`config.mk`:
```
export PLATFORM = sky130hd
export DESIGN_NAME = mem_access_unit_flat
export DESIGN_NICKNAME = d
export VERILOG_FILES = /design/src/rtl/mem_access_unit_if.sv /design/src/rtl/mem_access_unit.sv /design/src/flat_wrapper.sv
export SDC_FILE = /design/constraint.sdc
export NUM_CORES = 1
export LEC_CHECK = 0
export CAP_MARGIN = 20
export CORE_MARGIN = 1
export CORE_UTILIZATION = 42
export DETAILED_ROUTE_END_ITERATION = 10
export HOLD_SLACK_MARGIN = 0.03
export PLACE_DENSITY = 0.8
export RECOVER_POWER = 100
export SKIP_LAST_GASP = 1
export SLEW_MARGIN = 20
export SYNTH_ARGS = -nofsm -noshare
export SYNTH_HDL_FRONTEND = slang
export SYNTH_SLANG_ARGS = --single-unit
```
`constraint.sdc`:
```
create_clock -name clk -period 2.66 [get_ports clk]
set_clock_uncertainty 0.15 [all_clocks]
set_input_delay 0.532 -clock clk [delete_from_list [all_inputs] [get_ports clk]]
set_output_delay 0.532 -clock clk [all_outputs]
set_load 0.01 [all_outputs]
```
`src/rtl/mem_access_unit_if.sv`:
```
// Data-bus bundle between the memory access unit (master) and the
// single-port data memory / Dcache (slave). One word-wide transaction at
// a time: request level held until ack, read data valid with ack.
interface mem_access_unit_if;
   logic        bus_req_o;
   logic        bus_we_o;
   logic [31:0] bus_addr_o;
   logic [31:0] bus_wdata_o;
   logic [3:0]  bus_be_o;
   logic        bus_ack_i;
   logic [31:0] bus_rdata_i;

   modport master (
      output bus_req_o, bus_we_o, bus_addr_o, bus_wdata_o, bus_be_o,
      input  bus_ack_i, bus_rdata_i
   );

   modport slave (
      input  bus_req_o, bus_we_o, bus_addr_o, bus_wdata_o, bus_be_o,
      output bus_ack_i, bus_rdata_i
   );
endinterface

```
`src/rtl/mem_access_unit.sv`:
```
// Memory access unit: takes one load/store from EX/MEM, runs a single
// word-wide bus transaction, aligns/extends load data and drives the
// Dcache stall flag for flow control.
// Optional feature macro: MAU_TIMEOUT_EN (abort BUSY after TIMEOUT_CYCLES
// cycles without ack and pulse mau_bus_err_o).
module mem_access_unit #(
   parameter int TIMEOUT_CYCLES = 255
) (
   input  logic                     clk,
   input  logic                     rst,
   input  logic                     req_mtype_i,
   input  logic                     req_mem_rw_i,
   input  logic [1:0]               req_mem_width_i,
   input  logic                     req_rdtype_i,
   input  logic [31:0]              req_addr_i,
   input  logic [31:0]              req_wr_data_i,
   output logic                     mau_stall_flag_o,
   output logic [31:0]              mau_rd_data_o,
   output logic                     mau_rd_valid_o,
   output logic                     mau_misalign_o,
   output logic                     mau_bus_err_o,
   mem_access_unit_if.master        bus
);

   typedef enum logic [1:0] {IDLE, BUSY, DONE} state_t;

   state_t      state_q, state_d;
   logic        rw_q;
   logic [1:0]  width_q;
   logic        rdtype_q;
   logic [1:0]  off_q;
   logic        accept;
   logic        req_bad;
   logic        tmo_hit;
   logic [3:0]  st_be;
   logic [31:0] st_wdata;
   logic [7:0]  ld_b;
   logic [15:0] ld_h;
   logic [31:0] ld_data;

   // State register.
   always_ff @(posedge clk) begin
      // NOTE: sequential state uses <= so every flop samples pre-edge values.
      if (rst) state_q <= IDLE;
      else     state_q <= state_d;
   end

   // Next state and stall flag; DONE never re-accepts the served request.
   always_comb begin
      // NOTE: defaults first so no path leaves a signal unassigned (no latch).
      state_d          = state_q;
      accept           = 1'b0;
      mau_stall_flag_o = 1'b0;
      case (state_q)
         IDLE: begin
            accept           = req_mtype_i;
            mau_stall_flag_o = req_mtype_i;
            if (req_mtype_i) state_d = req_bad ? DONE : BUSY;
         end
         BUSY: begin
            mau_stall_flag_o = 1'b1;
            if (bus.bus_ack_i || tmo_hit) state_d = DONE;
         end
         DONE:    state_d = IDLE;
         default: state_d = IDLE;
      endcase
   end

   // Alignment check and store lane placement from the live request.
   always_comb begin
      req_bad  = 1'b0;
      st_be    = 4'b0000;
      st_wdata = req_wr_data_i;
      case (req_mem_width_i)
         2'd1: begin
            st_be    = 4'b0001 << req_addr_i[1:0];
            st_wdata = {4{req_wr_data_i[7:0]}};
         end
         2'd2: begin
            req_bad  = req_addr_i[0];
            st_be    = req_addr_i[1] ? 4'b1100 : 4'b0011;
            st_wdata = {2{req_wr_data_i[15:0]}};
         end
         2'd3: begin
            req_bad  = (req_addr_i[1:0] != 2'b00);
            st_be    = 4'b1111;
         end
         default: req_bad = 1'b1;
      endcase
   end

   // Load lane select and sign/zero extension from the captured request.
   always_comb begin
      ld_b = bus.bus_rdata_i[{off_q, 3'b000} +: 8];
      ld_h = bus.bus_rdata_i[{off_q[1], 4'b0000} +: 16];
      case (width_q)
         2'd1:    ld_data = rdtype_q ? {24'b0, ld_b} : {{24{ld_b[7]}}, ld_b};
         2'd2:    ld_data = rdtype_q ? {16'b0, ld_h} : {{16{ld_h[15]}}, ld_h};
         default: ld_data = bus.bus_rdata_i;
      endcase
   end

`ifdef MAU_TIMEOUT_EN
   localparam int CNT_W = ($clog2(TIMEOUT_CYCLES + 1) > 8) ?
                          $clog2(TIMEOUT_CYCLES + 1) : 8;
   logic [CNT_W-1:0] tmo_cnt_q;

   assign tmo_hit = (state_q == BUSY) && !bus.bus_ack_i &&
                    (tmo_cnt_q == CNT_W'(TIMEOUT_CYCLES - 1));

   // BUSY-cycle counter and bus error pulse; ack has priority over timeout.
   always_ff @(posedge clk) begin
      if (rst) begin
         tmo_cnt_q     <= '0;
         mau_bus_err_o <= 1'b0;
      end else begin
         mau_bus_err_o <= tmo_hit;
         if (accept && !req_bad)                          tmo_cnt_q <= '0;
         else if (state_q == BUSY && !bus.bus_ack_i)      tmo_cnt_q <= tmo_cnt_q + 1'b1;
      end
   end
`else
   assign tmo_hit       = 1'b0;
   // Without the timeout the parameter has no effect; the flag is constant 0.
   assign mau_bus_err_o = (TIMEOUT_CYCLES < 0);
`endif

   // Request capture, bus drive and result/pulse registers.
   always_ff @(posedge clk) begin
      if (rst) begin
         rw_q            <= 1'b0;
         width_q         <= 2'd0;
         rdtype_q        <= 1'b0;
         off_q           <= 2'd0;
         bus.bus_req_o   <= 1'b0;
         bus.bus_we_o    <= 1'b0;
         bus.bus_addr_o  <= 32'h0;
         bus.bus_wdata_o <= 32'h0;
         bus.bus_be_o    <= 4'h0;
         mau_rd_data_o   <= 32'h0;
         mau_rd_valid_o  <= 1'b0;
         mau_misalign_o  <= 1'b0;
      end else begin
         mau_rd_valid_o <= 1'b0;
         mau_misalign_o <= 1'b0;
         case (state_q)
            IDLE: begin
               if (accept) begin
                  rw_q     <= req_mem_rw_i;
                  width_q  <= req_mem_width_i;
                  rdtype_q <= req_rdtype_i;
                  off_q    <= req_addr_i[1:0];
                  if (req_bad) begin
                     mau_misalign_o <= 1'b1;
                     if (req_mem_rw_i) mau_rd_data_o <= 32'h0;
                  end else begin
                     bus.bus_req_o   <= 1'b1;
                     bus.bus_we_o    <= ~req_mem_rw_i;
                     bus.bus_addr_o  <= {req_addr_i[31:2], 2'b00};
                     bus.bus_wdata_o <= st_wdata;
                     bus.bus_be_o    <= req_mem_rw_i ? 4'b1111 : st_be;
                  end
               end
            end
            BUSY: begin
               if (bus.bus_ack_i) begin
                  bus.bus_req_o <= 1'b0;
                  if (rw_q) begin
                     mau_rd_data_o  <= ld_data;
                     mau_rd_valid_o <= 1'b1;
                  end
               end else if (tmo_hit) begin
                  bus.bus_req_o <= 1'b0;
                  if (rw_q) mau_rd_data_o <= 32'h0;
               end
            end
            default: ;
         endcase
      end
   end

endmodule

```
`src/flat_wrapper.sv`:
```
// flat-port wrapper written by rule: the top's interface ports become plain ports
module mem_access_unit_flat 
#(
   parameter int TIMEOUT_CYCLES = 255
)
  (clk, rst, req_mtype_i, req_mem_rw_i, req_mem_width_i, req_rdtype_i, req_addr_i, req_wr_data_i, mau_stall_flag_o, mau_rd_data_o, mau_rd_valid_o, mau_misalign_o, mau_bus_err_o, bus_bus_req_o, bus_bus_we_o, bus_bus_addr_o, bus_bus_wdata_o, bus_bus_be_o, bus_bus_ack_i, bus_bus_rdata_i);
  mem_access_unit_if bus_i ();
  input  logic clk;
  input  logic rst;
  input  logic req_mtype_i;
  input  logic req_mem_rw_i;
  input  logic [1:0] req_mem_width_i;
  input  logic req_rdtype_i;
  input  logic [31:0] req_addr_i;
  input  logic [31:0] req_wr_data_i;
  output logic mau_stall_flag_o;
  output logic [31:0] mau_rd_data_o;
  output logic mau_rd_valid_o;
  output logic mau_misalign_o;
  output logic mau_bus_err_o;
  output wire logic [$bits(bus_i.bus_req_o)-1:0] bus_bus_req_o;
  output wire logic [$bits(bus_i.bus_we_o)-1:0] bus_bus_we_o;
  output wire logic [$bits(bus_i.bus_addr_o)-1:0] bus_bus_addr_o;
  output wire logic [$bits(bus_i.bus_wdata_o)-1:0] bus_bus_wdata_o;
  output wire logic [$bits(bus_i.bus_be_o)-1:0] bus_bus_be_o;
  input wire logic [$bits(bus_i.bus_ack_i)-1:0] bus_bus_ack_i;
  input wire logic [$bits(bus_i.bus_rdata_i)-1:0] bus_bus_rdata_i;
  assign bus_bus_req_o = bus_i.bus_req_o;
  assign bus_bus_we_o = bus_i.bus_we_o;
  assign bus_bus_addr_o = bus_i.bus_addr_o;
  assign bus_bus_wdata_o = bus_i.bus_wdata_o;
  assign bus_bus_be_o = bus_i.bus_be_o;
  assign bus_i.bus_ack_i = bus_bus_ack_i;
  assign bus_i.bus_rdata_i = bus_bus_rdata_i;
  mem_access_unit #(.TIMEOUT_CYCLES(TIMEOUT_CYCLES)) u_core (.clk(clk), .rst(rst), .req_mtype_i(req_mtype_i), .req_mem_rw_i(req_mem_rw_i), .req_mem_width_i(req_mem_width_i), .req_rdtype_i(req_rdtype_i), .req_addr_i(req_addr_i), .req_wr_data_i(req_wr_data_i), .mau_stall_flag_o(mau_stall_flag_o), .mau_rd_data_o(mau_rd_data_o), .mau_rd_valid_o(mau_rd_valid_o), .mau_misalign_o(mau_misalign_o), .mau_bus_err_o(mau_bus_err_o), .bus(bus_i));
endmodule
```
# After elaboration in Yosys (flattened, before gate mapping)
# Cells that the tools add are included.
[word_totals]
latchBits = 0
mem_bits_ro = 0
mem_count = 0
elab_cells = 71
reg_bits = 110
out_inout_bits = 106
inputBits = 104
mem_bits_rw = 0
[classes]
n_reduce_logical = 10
bitwise = 6
n_lt_le_gt_ge = 0
div = 0
n_mux = 26
shifts = 3
n_eq_ne = 13
add_sub_neg = 0
multipliers = 0
[op_table]
columns = ["op", "n"]
rows = [
  ["32-bit two-way mux", 7],
  ["32-bit one-hot mux with 2 select lines", 3],
  ["32-bit by 6-bit indexed part select with 16-bit output", 1],
  ["32-bit by 6-bit indexed part select with 8-bit output", 1],
  ["4-bit one-hot mux with 3 select lines", 1],
  ["4-bit two-way mux", 2],
  ["2-bit inequality test (second input constant)", 4],
  ["2-bit by 1-bit equality test with 1-bit output (second input constant)", 3],
  ["2-bit equality test (second input constant)", 3],
  ["1-bit two-way mux", 6],
  ["2-bit two-way mux", 3],
  ["2-bit by 1-bit inequality test with 1-bit output (second input constant)", 3],
  ["1-bit NOT", 6],
  ["6-bit AND reduction", 1],
  ["3-bit OR reduction", 2],
  ["1-bit one-hot mux with 2 select lines", 2],
  ["2-bit one-hot mux with 2 select lines", 1],
  ["2-bit AND reduction", 2],
  ["4-bit AND reduction", 1],
  ["2-bit nonzero test", 2],
  ["1-bit by 2-bit << shifter with 4-bit output (first input constant)", 1],
  ["1-bit one-hot mux with 3 select lines", 1],
  ["3-bit AND reduction", 1],
  ["2-bit zero test", 1],
]

# Logic depth before layout (Yosys ltp)
# Gate-level depths: netlist (run 1).
[depth]
word_depth = 6
depth_mapped = 8
depth_no_buf = 6

# Worst setup path before layout (run 1)
# Ideal clock, no wire load.
[synth_path]
path_kind = "in2reg"
start = "in req_mem_width_i[0]"
end = "reg u_core.bus.bus_addr_o[27]"
required_time_ns = 2.378
setup_slack_ns = 0.466
setup_time_ns = 0.132
n_path_buf = 2
t_arrival_ns = 1.912
stages = 8
path_cell_list = "inv_1 > ha_1 > nor3_1 > o21ai_0 > clkbuf_1 > clkbuf_1 > nand2_1 > a21oi_1"
[synth_between]
elab_chain_cells = 4
word_cells_on_any_way = 6
cone_classes = "eq/ne (3); mux (1); bitwise (1); reduce/logical (1)"
[synth_rtl]
columns = ["element", "line_no", "rtl"]
rows = [
  ["start, declared", "flat_wrapper.sv:12", "input logic [1:0] req_mem_width_i;"],
  ["2-bit equality test or 2-bit by 1-bit equality test with 1-bit output (tied branches)", "mem_access_unit.sv:74", "case (req_mem_width_i)"],
  ["1-bit one-hot mux with 3 select lines *", "mem_access_unit.sv:74", ""],
  ["1-bit NOT (no source line) *", "n/a", ""],
  ["3-bit AND reduction (no source line) *", "n/a", ""],
  ["end signal, assigned", "mem_access_unit.sv:159", "bus.bus_addr_o <= {req_addr_i[31:2], 2'b00};"],
  ["end, declared", "mem_access_unit_if.sv:14", "output bus_req_o, bus_we_o, bus_addr_o, bus_wdata_o, bus_be_o,"],
]
# Mark *: on every way between the ends. The rest lies on a longest branch, timed or not.
# A chain may end at the register's enable or synchronous reset.

# Worst setup path after layout (run 1)
[layout_path]
start = "in req_mtype_i"
end = "out mau_stall_flag_o"
[layout_between]
elab_chain_cells = 1
[layout_rtl]
columns = ["element", "line_no", "rtl"]
rows = [
  ["start, declared", "flat_wrapper.sv:10", "input logic req_mtype_i;"],
  ["1-bit one-hot mux with 2 select lines", "mem_access_unit.sv:54", "case (state_q)"],
  ["end, declared", "flat_wrapper.sv:16", "output logic mau_stall_flag_o;"],
]
# Every way passes these cells.

==> results of run 1 <==
[Yosys cell counts, drive strengths merged, types with 8 or more instances]
library cell    n
a22oi           9
nor2           17
o211ai         16
nand2b          8
mux2            9
buf            23
a221oi          9
clkbuf         26
a311oi          8
a21oi          65
nor2b          10
nand2         121
a221o          16
dfxtp         110
nor3           11
a21o           12
o21ai          11
inv            17
[cell families after synthesis]
logic type	after synthesis	share of synthesized area, %
compound gates	170	25.0
mux	10	2.61
simple gates	186	17.8
flops	110	46.4
fa+ha+maj	6	1.58
buf+inv	67	6.56
other cells	1	0.0789
[cell type report]
cell class	instances	area [sq um]	share of cell area (%)
well taps	140	175	2.40
clock buffers	10	229	3.14
flip-flops and latches	110	2200	30.2
multi-input cells	375	2250	30.8
clock inverters	6	62.6	0.859
repair buffers	233	2300	31.6
inverters	18	67.6	0.927
[layer usage]
layer	wire [um]	part of all wire (%)	vias to the layer above
met5	0	0	-
met4	170	1.2	0
met3	1490	10	16
met2	7060	48	217
met1	5850	40	2252
li1	-	-	2341
[power groups by stage]
stage               registers (mW)  clock network (mW)  logic [mW]
CTS                           1.80                1.36       0.878
global placement              1.83                   0       0.853
detailed placement            1.83                   0       0.873
floorplan                     1.86                   0       0.377
finish                        1.79                1.34       0.842
global route                  1.80                1.43       0.913
[path summary, 6_finish.rpt]
path,startpoint,endpoint,slack [ns],depth (start not counted)
worst max-delay path,req_mtype_i,mau_stall_flag_o,0.09,4
worst max register to register,u_core.width_q[1],u_core.mau_rd_data_o[4],0.35,6
worst min register to register,u_core.mau_rd_data_o[15],u_core.mau_rd_data_o[15],0.30,1
worst min-delay path,u_core.mau_rd_data_o[15],u_core.mau_rd_data_o[15],0.30,1
[sequential cells by signal, indices dropped and copies added (netlist names), 2 cells and up]
name	count
u_core.bus.bus_wdata_o	32
u_core.mau_rd_data_o	32
u_core.bus.bus_be_o	4
u_core.width_q	2
u_core.bus.bus_addr_o	30
u_core.state_q	2
u_core.off_q	2
[metrics by stage]
step / hold WS, ns / TNS, ns
2_1_floorplan: 0.287 / 0
3_5_place_dp: 0.291 / -7.76
6_report: 0.296 / 0
5_1_grt: 0.312 / 0
4_1_cts: 0.307 / 0
3_3_place_gp: 0.285 / -1.10
==> flow_summary.toml, run 1 <==
[status]
status = "complete, no violations"

[place]
gp_congestion = 0.828
dp_slack_ns = -0.147
placed_area_sq_um = 7010
port_buffers = 206
dp_hpwl_mm = 10.8
dp_cells = 876

[synth]
syn_avg_cell_area_sq_um = 8.64
synthTopCellsByArea = "dfxtp_1 (46%), nand2_1 (9.5%), a21oi_1 (6.8%), a221o_1 (3.4%), o211ai_1 (2.5%)"
ys_types = 44
synthDominantCellAreaShare_pct = 46.4
synth-main-ff-cell = "dfxtp_1"
ys.warnings.count = 0
syn_area_sq_um = 4750
ys_async_sr_fraction_pct = 0
synth_top_cell_by_area = "dfxtp_1"
synth-seq-cells = 110
synth_edf_count = 0
syn_inst = 550
ys_seq_area_share_pct = 46.4

[sta]
setup_viol = 0
final-hold-violation-count = 0
layout_setup_ws_ns = 0.0888
rsz0062_at_grt = "no"
tightest_slew_ns = 0.731
max_freq_mhz = 389
period_needed_ns = 2.57
timing.final.crit_share_pct = 96.7
slew_headroom_pct = 50.9
report.final.slew_viol_count = 0

[floorplan]
ios = 210
start_util_pct = 43.4
rows = 38
core_sq_um = 10900
die_h_um = 108
die-area_sq_um = 11700
die_x_um = 108

[global_route]
track_usage_pct = 24.2
antenna_found_initial = 0
grt-ovfl-total = 0
grt_pass1_vias = 4576
grt_max_degree = 51
grt.busiest_layer = "met2"
use_met3_pct = 8.74
use_met2_pct = 42.2
met1_usage_pct = 27.5
grt_pass1_wl_mm = 22.2

[clocking]
cts_max_level = 3
cts_tree = "yes"
post_cts_resized = 0
numClockSinks = 110
cts_inserted_buffers = 9
cts-hold-fix-buffers = 0
clock_latency_ns = 0.34
path_clk_slew_ns = 0.07
cts_root_buffer = "clkbuf_16"
cts_buffer_depth = 2
cts_setup_buffers = 0

[power]
leakage_nw = 3.05
combPwrFrac_pct = 21.2
totalPowerFinal_mw = 3.98
power_frac_clock_pct = 33.7
p_per_area_nw_per_um2 = 546
vdd_drop_max_uv = 314
power.switching_mw = 1.08
pwr-share-seq_pct = 45.1
p_int_mw = 2.89
swShare_pct = 27.3

[min_path]
hold_path.class = "flip-flop to flip-flop"

[cells_and_area]
final_cell_mix = "nand2_1 (120), dfxtp_1 (110), dlygate4sd3_1 (104), clkdlybuf4s50_1 (101), a21oi_1 (65)"
antennaDiodeCount = 0
fin_nets = 857
drive_gt1_share_pct = 8.91
final_area_sq_um = 7290
final_core_util_pct = 66.6
final_common_cell = "nand2_1"
syn_to_final_growth_pct = 53.4
layoutNonFillerInstCount = 892
nFillCells = 906

[setup_path]
cpMaxStageDelayCell = "dlygate4sd3_1"
crit_fanout = 4
cpPeakStageDelay_ns = 0.61
cpLargestDelayFamily = "buffers and inverters"
worstPathRequired_ns = 1.98
cp_num_buf_inv = 2
start_kind = "primary input"
crit_chain = "dlygate4sd3_1 > nor2_1 > nor2_1 > dlygate4sd3_1"
worstSetupEndpointType = "output pin"
worstPathArrival_ns = 1.89
critical_path_class = "primary input to output pin"

[detailed_routing]
drc = 0
antenna_left = 0
drt_iter0_drc = 270
vias = 4826
vias_per_cell = 5.41
wire_per_inst_um = 16.3
drt_first_pass_iters = 5
routed_wl_mm = 14.6

[run]
drv_cap = 0
(Power assumes the default switching activity.)
==> inputs of run 2 (changes only) <==
--- a/config.mk
+++ b/config.mk
@@ -12,7 +12,6 @@
 export HOLD_SLACK_MARGIN = 0.03
 export PLACE_DENSITY = 0.8
 export RECOVER_POWER = 100
-export SKIP_LAST_GASP = 1
 export SLEW_MARGIN = 20
 export SYNTH_ARGS = -nofsm -noshare
 export SYNTH_HDL_FRONTEND = slang
==> results of run 2 <==
The final DEF is identical to that of run 1; final timing and power are the same.
